File: config.mk
export PLATFORM = sky130hd
export DESIGN_NAME = clk_enable_gen
export DESIGN_NICKNAME = d
export VERILOG_FILES = /design/src/rtl/clk_enable_gen.sv
export SDC_FILE = /design/constraint.sdc
export NUM_CORES = 1
export LEC_CHECK = 0
export BUFFER_PORTS_ARGS = -buffer_cell sky130_fd_sc_hd__buf_2
export CAP_MARGIN = 20
export CORE_MARGIN = 8
export CORE_UTILIZATION = 55
export DETAILED_ROUTE_END_ITERATION = 8
export PLACE_DENSITY = 0.72
export SYNTH_ARGS = -nofsm -noshare
export SYNTH_HDL_FRONTEND = slang
export SYNTH_SLANG_ARGS = --single-unit
export TNS_END_PERCENT = 50
File: constraint.sdc
create_clock -name clk_in -period 4.23 [get_ports clk_in]
set_input_delay 0.423 -clock clk_in [delete_from_list [all_inputs] [get_ports clk_in]]
set_output_delay 0.423 -clock clk_in [all_outputs]
set_load 0.05 [all_outputs]
File: src/rtl/clk_enable_gen.sv
// Multi-channel programmable clock-enable generator: each channel emits a one-cycle
// tick every D cycles and, in mode 1, a 50%-duty square wave of period 2*D.
module clk_enable_gen #(
  parameter int NUM_CH      = 4,
  parameter int CNT_W       = 16,
  parameter int DEFAULT_DIV = 4
) (
  input  logic                                          clk_in,
  input  logic                                          reset_n,
  input  logic [NUM_CH-1:0]                             ch_en,
  input  logic                                          sync_all,
  input  logic                                          cfg_we,
  input  logic [((NUM_CH > 1) ? $clog2(NUM_CH) : 1)-1:0] cfg_ch,
  input  logic [CNT_W-1:0]                              cfg_div,
  input  logic                                          cfg_mode,
  output logic [NUM_CH-1:0]                             tick,
  output logic [NUM_CH-1:0]                             div_out,
  output logic [NUM_CH-1:0]                             cfg_pending
);

  localparam logic [CNT_W-1:0] RST_DIV =
    (DEFAULT_DIV < 2) ? CNT_W'(2) : CNT_W'(DEFAULT_DIV);

  function automatic logic [CNT_W-1:0] clamp_div(input logic [CNT_W-1:0] d);
    return (d < CNT_W'(2)) ? CNT_W'(2) : d;
  endfunction

  logic [CNT_W-1:0]  cnt     [NUM_CH];
  logic [CNT_W-1:0]  act_div [NUM_CH];
  logic [CNT_W-1:0]  shd_div [NUM_CH];
  logic [NUM_CH-1:0] act_mode;
  logic [NUM_CH-1:0] shd_mode;

  logic [NUM_CH-1:0] wrap;
  logic [NUM_CH-1:0] apply;
  logic [NUM_CH-1:0] hit;

  // Config writes have no back-pressure: every cfg_we cycle is accepted, and a
  // write to a channel that is still pending simply replaces its shadow.
  always_comb begin
    wrap  = '0;
    apply = '0;
    hit   = '0;
    for (int i = 0; i < NUM_CH; i++) begin
      wrap[i]  = ch_en[i] && (cnt[i] == act_div[i] - CNT_W'(1));
      apply[i] = cfg_pending[i] && (sync_all || !ch_en[i] || wrap[i]);
      hit[i]   = cfg_we && (int'(cfg_ch) == i);
    end
  end

  always_ff @(posedge clk_in or negedge reset_n) begin
    if (!reset_n) begin
      for (int i = 0; i < NUM_CH; i++) begin
        cnt[i]     <= '0;
        act_div[i] <= RST_DIV;
        shd_div[i] <= RST_DIV;
      end
      act_mode    <= '0;
      shd_mode    <= '0;
      tick        <= '0;
      div_out     <= '0;
      cfg_pending <= '0;
    end else begin
      for (int i = 0; i < NUM_CH; i++) begin
        if (sync_all || !ch_en[i]) begin
          cnt[i]     <= '0;
          tick[i]    <= 1'b0;
          div_out[i] <= 1'b0;
        end else if (wrap[i]) begin
          cnt[i]  <= '0;
          tick[i] <= 1'b1;
          // The wrap belongs to the old period, so the toggle follows the old mode;
          // switching to mode 0 parks the square output low.
          if (apply[i] && !shd_mode[i])
            div_out[i] <= 1'b0;
          else if (act_mode[i])
            div_out[i] <= ~div_out[i];
        end else begin
          cnt[i]  <= cnt[i] + CNT_W'(1);
          tick[i] <= 1'b0;
        end

        if (apply[i]) begin
          act_div[i]     <= shd_div[i];
          act_mode[i]    <= shd_mode[i];
          cfg_pending[i] <= 1'b0;
        end
        // A write landing on the apply edge stays in the shadow for the next wrap.
        if (hit[i]) begin
          shd_div[i]     <= clamp_div(cfg_div);
          shd_mode[i]    <= cfg_mode;
          cfg_pending[i] <= 1'b1;
        end
      end
    end
  end

endmodule

=== Word level (Yosys, flattened, before mapping) ===
Cells that the tools add are included.

* Register bits after elaboration: 212
* Output and inout bits: 12
* Word-level logic and storage cells: 139

* Add/subtract/negate cells: 8
* $lt $le $gt $ge: 1
* Equal/unequal tests: 7
* Multiplexer cells: 41
* Bitwise gates (word level): 4
* Reductions and logical operators: 49

{| class="wikitable"
|+ Operator list
! cell !! count
|-
| 16-bit 2-to-1 mux || 9
|-
| 16-bit by 1-bit adder with 16-bit output, second input constant || 4
|-
| 16-bit == test || 4
|-
| 16-bit by 1-bit subtractor with 16-bit output, second input constant || 4
|-
| 1-bit 2-to-1 mux || 32
|-
| 1-bit logical AND || 16
|-
| 16-bit by 2-bit less-than comparator with 1-bit output, second input constant || 1
|-
| 2-bit nonzero test || 8
|-
| 3-bit nonzero test || 4
|-
| 1-bit logical NOT || 8
|-
| 1-bit logical OR || 8
|-
| 2-bit AND reduction || 4
|-
| 2-bit == test, second input constant || 2
|-
| 1-bit inverter || 4
|-
| 2-bit by 1-bit == test with 1-bit output, second input constant || 1
|-
| 2-bit logical NOT || 1
|}

=== Longest topological paths before layout ===
Gate-level depths: netlist of the first run.

* Depth in word-level cells: 9
* Depth in mapped cells: 13
* Depth with buffers taken out: 9

=== Worst setup path after synthesis of the first run ===
OpenSTA, ideal clock, no wires.

* Kind: register to register
* Start point: register act_div[0] (netlist name)
* End point: register act_div[10] (netlist name)
* Library setup time: 0.125 ns
* Arrival time: 3.238 ns
* Required time: 4.105 ns
* Slack: 0.867 ns
* Cell stages (with the launch flop): 11
* Buffers on the path: 1
* Period minus slack after synthesis: 3.363 ns
* Cells stage by stage: dfrtp_1 > inv_1 > ha_1 > or3b_2 > or3_1 > or3b_1 > o211a_1 > or4_4 > o21ai_4 > buf_6 > mux2_2

* Longest elaborated chain between the ends: 5

{| class="wikitable"
|+ RTL lines
! item !! RTL line !! source
|-
| from (decl) || 29 || <nowiki>logic [CNT_W-1:0] act_div [NUM_CH];</nowiki>
|-
| from (signal, indexed assignment) || 84 || <nowiki>act_div[i] <= shd_div[i];</nowiki>
|-
| 16-bit by 1-bit subtractor with 16-bit output || 45 || <nowiki>wrap[i] = ch_en[i] && (cnt[i] == act_div[i] - CNT_W'(1));</nowiki>
|-
| 16-bit == test || 45 ||
|-
| 1-bit logical AND || 45 ||
|-
| 1-bit logical OR || 46 || <nowiki>apply[i] = cfg_pending[i] && (sync_all || !ch_en[i] || wrap[i]);</nowiki>
|-
| 1-bit logical AND || 46 ||
|}

No other way between the ends.
A chain may end at the register's enable or synchronous reset.

=== Worst setup path after layout of the first run ===
* Start point: register act_div[0] (netlist name)
* End point: register act_div[9] (netlist name)

The elaborated chain is that of the path after synthesis.

==> results of run 1 <==
path summary, 6_finish.rpt:
kind / from / endpoint / slack, ps / cells after the start
min in group clk_in: cfg_div[2] / shd_div[50]$_DFFE_PN1P_ / 140 / 3
max in group asynchronous: reset_n / act_div[34]$_DFFE_PN1P_ / 3220 / 2
hold reg to reg: shd_div[50]$_DFFE_PN1P_ / shd_div[50]$_DFFE_PN1P_ / 460 / 2
setup / recovery: act_div[0]$_DFFE_PN0P_ / act_div[9]$_DFFE_PN0P_ / 530 / 9
hold / removal: reset_n / cnt[23]$_DFF_PN0_ / -60 / 1
setup reg to reg: act_div[0]$_DFFE_PN0P_ / act_div[9]$_DFFE_PN0P_ / 530 / 9
critical path: cells and delay by family (launching register included):
| kind | cells | cell delay [ps] |
|---|---|---|
| multiplexers | 1 | 400 |
| adder cells (fa/ha/maj) | 1 | 250 |
| buffers and inverters | 1 | 90 |
| AND/OR/NAND/NOR | 4 | 1750 |
| flip-flops | 1 | 450 |
| AO/OA/AOI/OAI | 2 | 630 |
registers in the layout (all words and copies together), names as in the netlist:
register     count
act_div         64
act_mode         4
cfg_pending      4
cnt             64
div_out          4
shd_div         64
shd_mode         4
tick             4
metal layers:
| layer | vias up | part of all wire | wire, µm |
|---|---|---|---|
| met5 | - | 0 | 0 |
| met4 | 0 | 0.022 | 585 |
| met3 | 38 | 0.041 | 1100 |
| met2 | 180 | 0.46 | 12500 |
| met1 | 4459 | 0.47 | 12800 |
| li1 | 4381 | - | - |
cells in the final DEF, fill, tap and decap left out, types with 25 or more instances in the layout:
master and instances:
xnor2_1 60, or4_1 29, a31oi_1 25, nand2_1 139
xor2_1 69, dfrtp_1 204, inv_1 38, nor3_1 51
mux2_2 70, nand3_1 46, o211ai_1 40, nor2_1 74
buf_2 37
power groups by stage:
stage | Sequential, mW | Combinational (mW) | Clock (mW)
4_1_cts | 2.78 | 1.31 | 2.22
3_5_place_dp | 2.82 | 1.30 | 0
3_3_place_gp | 2.80 | 1.25 | 0
6_report | 2.79 | 1.31 | 2.17
5_1_grt | 2.85 | 1.46 | 2.30
2_1_floorplan | 2.62 | 1.14 | 0
layout make-up:
cell class | instances | share of cell area
Tap cell | 275 | 0.0264
Multi-Input combinational cell | 883 | 0.465
Clock inverter | 13 | 0.0129
Inverter | 39 | 0.0112
Clock buffer | 31 | 0.0520
Sequential cell | 212 | 0.408
Timing Repair Buffer | 54 | 0.0246
per-stage QoR:
| step | instance area, µm² | util | cells | setup WS [ps] |
|---|---|---|---|---|
| detailed placement | 12200 | 0.577 | 1463 | 587 |
| CTS | 13000 | 0.617 | 1507 | 555 |
| floorplan | 11800 | - | 1212 | 867 |
| global route | 13000 | 0.617 | 1507 | 393 |
| global placement | 12200 | 0.577 | 1463 | 656 |
| finish | 13000 | 0.617 | 1507 | 534 |
kinds of logic after synthesis:
group,after synthesis,share of synthesized area
AND/OR/NAND/NOR,480,0.211
flip-flops,212,0.449
AO/OA/AOI/OAI,181,0.113
XOR/XNOR,129,0.0955
buffers and inverters,117,0.0399
multiplexers,85,0.0835
adder cells (fa/ha/maj),8,0.00846
==> flow_summary.json, run 1 <==
{
  "powerDensity_nw_per_um2": 481,
  "synth_ff_type": "dfrtp_1",
  "slew_headroom": 0.308,
  "synth_top_area_share": 0.431,
  "viasPerCell": 6.01,
  "drt_iter0_drc": 708,
  "detailed_place_hpwl_mm": 18.2,
  "ys_seq_area_frac": 0.449,
  "vias": 9058,
  "cts_resized": 0,
  "initial_core_util": 0.561,
  "routedWlPerCell_um": 17.9,
  "cts_buffers": 24,
  "cp_slowest_cell": "or4_4",
  "synthArstFlopShare": 1.00,
  "p_sw_frac": 0.309,
  "multiInputGateArea_um2": 6050,
  "drive_gt1_frac": 0.170,
  "critPathArrivalTime_ps": 4120,
  "final.min_clock_period_ps": 3700,
  "setup_viol": 0,
  "finalWeightedCongestion": 0.915,
  "maxCapViolCount": 0,
  "ff_latch_area_um2": 5320,
  "fin_setup_tns_ps": 0,
  "power_frac_clock": 0.346,
  "period_share": 0.874,
  "cts.clk_slew.worst_paths_ps": 60,
  "area_growth_pct": 10.0,
  "cts_sinks": 212,
  "antenna_left": 0,
  "routed_wl_mm": 26.9,
  "dieHeight_um": 163,
  "synth.most_common_cell": "dfrtp_1",
  "irDropWorstVdd_mv": 0.443,
  "drc": 0,
  "synth_top_area_cell": "dfrtp_1",
  "fill_cells": 1792,
  "synthDistinctLibCells": 70,
  "finalMaxSlewViolations": 0,
  "dieArea_um2": 26500,
  "antenna_found_initial": 1,
  "power.switching_mw": 1.93,
  "end_kind": "register",
  "boundaryPins": 39,
  "max_stage_delay_ps": 540,
  "ys_ff_latch": 212,
  "worstPathRequired_ps": 4660,
  "tightest_slew_ps": 1040,
  "synth_edf_count": 0,
  "core_um2": 21100,
  "clockBufferDepth": 3,
  "rows": 53,
  "track_usage": 0.207,
  "synth.area.top_cells": "dfrtp_1 (43%), mux2_2 (6.7%), xor2_1 (5.1%)",
  "met1_usage": 0.294,
  "rsz0062_at_grt": "no",
  "crit_fanout": 17,
  "syn_area_per_cell_um2": 9.76,
  "dr.pass1.iters": 5,
  "synthTopCellsByCount": "dfrtp_1 (204), nand2_1 (139), nor2_1 (74)",
  "grt_use_met2": 0.327,
  "post-cts-setup-buffers": 0,
  "finalPower_mw": 6.26,
  "die_x_um": 163,
  "cts_max_level": 1,
  "grt_max_degree": 121,
  "crit_type": "reg2reg",
  "syn_area_um2": 11800,
  "clock_latency_ps": 540,
  "final_nets": 1249,
  "gr-total-overflow": 0,
  "use_met3": 0.0281,
  "yosysWarnings": 0,
  "grt_pass1_vias": 8922,
  "skew_ps": 13.3,
  "port_buffers": 38,
  "cts_tree": "done",
  "p_comb_frac": 0.209,
  "hold_path.class": "in2async",
  "leakagePower_nw": 5.32,
  "root_buffer": "clkbuf_16",
  "failed_checks": "negative hold slack",
  "syn-num-nets": 1247,
  "seqPwrFrac": 0.445,
  "fmax_ghz": 0.271,
  "p_int_mw": 4.33,
  "fin_hold_ws_ps": -56.0,
  "path_cells": "inv_1, ha_1, or3b_2, or3_1, or3b_1, o211a_1, or4_4, o21ai_4, mux2_2",
  "grt_first_pass_wirelength_mm": 45.8,
  "grt.busiest_layer": "met2",
  "cp-start-kind": "register",
  "status": "complete, but fails checks",
  "synth_cells": 1212,
  "hold_buffers": 0,
  "num_antenna_cells": 0,
  "final-hold-violation-count": 28
}
No activity file was read; power rests on OpenSTA's default activity.
==> inputs of run 2 (changes only) <==
--- a/config.mk
+++ b/config.mk
@@ -10,5 +10,6 @@
 export CORE_MARGIN = 8
-export CORE_UTILIZATION = 55
+export CORE_UTILIZATION = 62
 export DETAILED_ROUTE_END_ITERATION = 8
-export PLACE_DENSITY = 0.72
+export MAX_ROUTING_LAYER = met4
+export PLACE_DENSITY = 0.8
 export SYNTH_ARGS = -nofsm -noshare
--- a/constraint.sdc
+++ b/constraint.sdc
@@ -3,2 +3,2 @@
 set_output_delay 0.423 -clock clk_in [all_outputs]
-set_load 0.05 [all_outputs]
+set_load 0.01 [all_outputs]
==> run 2 against run 1 <==
Against the previous run: the flow now finishes without violations; setup slack improved by 24 ps; worst hold slack better by 73 ps; clock power is 9% lower; combinational power hardly changed; via count up 2.1%; non-clock buffer count down 2; global-route usage increased by 2.5 points; clock skew grew 12 ps; critical path depth is the same; largest power group unchanged; highest routed layer unchanged.
==> flow_summary.json, run 2 (synthesis gave the netlist of run 1 again) <==
{
  "status": "completed",
  "detailed_place_hpwl_mm": 18.4,
  "final-hold-violation-count": 0,
  "fin_setup_tns_ps": 0,
  "routedWlPerCell_um": 18.5,
  "viasPerCell": 6.31,
  "top_regs": "act_div: 64 flops, cnt: 64 flops, shd_div: 64 flops",
  "cts_sinks": 212,
  "rsz0062_at_grt": "no",
  "fill_cells": 1432,
  "antenna_found_initial": 0,
  "end_kind": "register",
  "cp_slowest_cell": "or4_4",
  "final_cell_mix": "dfrtp_1 (204), nand2_1 (139), nor2_1 (74)",
  "period_share": 0.868,
  "crit_type": "reg2reg",
  "powerDensity_nw_per_um2": 473,
  "drt_iter0_drc": 633,
  "critPathArrivalTime_ps": 4100,
  "finalWeightedCongestion": 0.926,
  "root_buffer": "clkbuf_16",
  "vias": 9245,
  "boundaryPins": 39,
  "clock_latency_ps": 540,
  "layout_setup_ws_ps": 557,
  "dr.pass1.iters": 5,
  "num_antenna_cells": 0,
  "tightest_slew_ps": 1010,
  "clockBufferDepth": 3,
  "skew_ps": 25.0,
  "drive_gt1_frac": 0.160,
  "cts.clk_slew.worst_paths_ps": 60,
  "cts_buffers": 24,
  "pre_cts_slack_ps": 564,
  "crit_fanout": 17,
  "final_nets": 1247,
  "setup_viol": 0,
  "track_usage": 0.233,
  "port_buffers": 38,
  "rows": 50,
  "leakagePower_nw": 5.27,
  "routed_wl_mm": 27.1,
  "final.min_clock_period_ps": 3670,
  "gr-total-overflow": 0,
  "path_cells": "inv_1, ha_1, or3b_2, or3_1, or3b_1, o211a_1, or4_4, o21ai_4, mux2_2",
  "cts_max_level": 1,
  "cts_resized": 0,
  "hold_path.class": "in2async",
  "path_delay_family": "simple AND/OR/NAND/NOR gates",
  "final_common_cell": "dfrtp_1",
  "utilization": 0.689,
  "area_growth_pct": 8.86,
  "antenna_left": 0,
  "dieArea_um2": 23800,
  "slew_headroom": 0.327,
  "maxCapViolCount": 0,
  "crit_buf_inv": 1,
  "core_um2": 18700,
  "finalMaxSlewViolations": 0,
  "grt_first_pass_wirelength_mm": 44.7,
  "drc": 0,
  "grt_pass1_vias": 8719,
  "fmax_ghz": 0.272,
  "finalPower_mw": 6.09,
  "initial_core_util": 0.633,
  "hold_buffers": 0,
  "irDropWorstVdd_mv": 0.388,
  "dieHeight_um": 154,
  "worstPathRequired_ps": 4660,
  "cts_tree": "done",
  "post-cts-setup-buffers": 0,
  "grt_max_degree": 128,
  "die_x_um": 154,
  "max_stage_delay_ps": 550,
  "cp-start-kind": "register"
}
[run 2: path summary, 6_finish.rpt]
kind                                         start                 endpoint  slack, ps  cells past startpoint
max                         act_div[0]$_DFFE_PN0P_  act_div[15]$_DFFE_PN0P_        560                      9
min                                        reset_n        cnt[46]$_DFF_PN0_         20                      1
max reg2reg                 act_div[0]$_DFFE_PN0P_  act_div[15]$_DFFE_PN0P_        560                      9
min reg2reg                shd_div[50]$_DFFE_PN1P_  shd_div[50]$_DFFE_PN1P_        470                      2
max in group asynchronous                  reset_n  shd_div[50]$_DFFE_PN1P_       3210                      2
min in group clk_in                     cfg_div[2]  shd_div[50]$_DFFE_PN1P_        150                      3
[run 2: stage by stage]
step	cells	area, µm²	hold WS [ps]
after floorplan	1212	11800	127
after global placement	1419	12100	453
after detailed placement	1419	12100	459
after CTS	1463	12900	76.6
after global routing	1464	12900	99.5
final	1464	12900	17.2
[run 2: power by group]
part	switching [mW]	internal (mW)
Sequential	0.431	2.36
Clock	0.827	1.15
Combinational	0.671	0.645
Total	1.93	4.16
[run 2: layout make-up]
type                    instances  area [µm²]  area share
flip-flops and latches        212        5320       0.413
well taps                     234         293      0.0227
inverters                      39         146      0.0114
multi-input cells             883        6050       0.470
clock buffers                  41         714      0.0555
repair buffers                 52         324      0.0252
clock inverters                 3        40.0     0.00311
[run 2: layer usage]
metal,GRT usage,wire [µm],vias to the layer above
met2,0.361,12800,268
met5,-,0,-
met3,0.0395,1480,45
met1,0.309,12100,4568
met4,0.0681,687,0
li1,-,-,4364
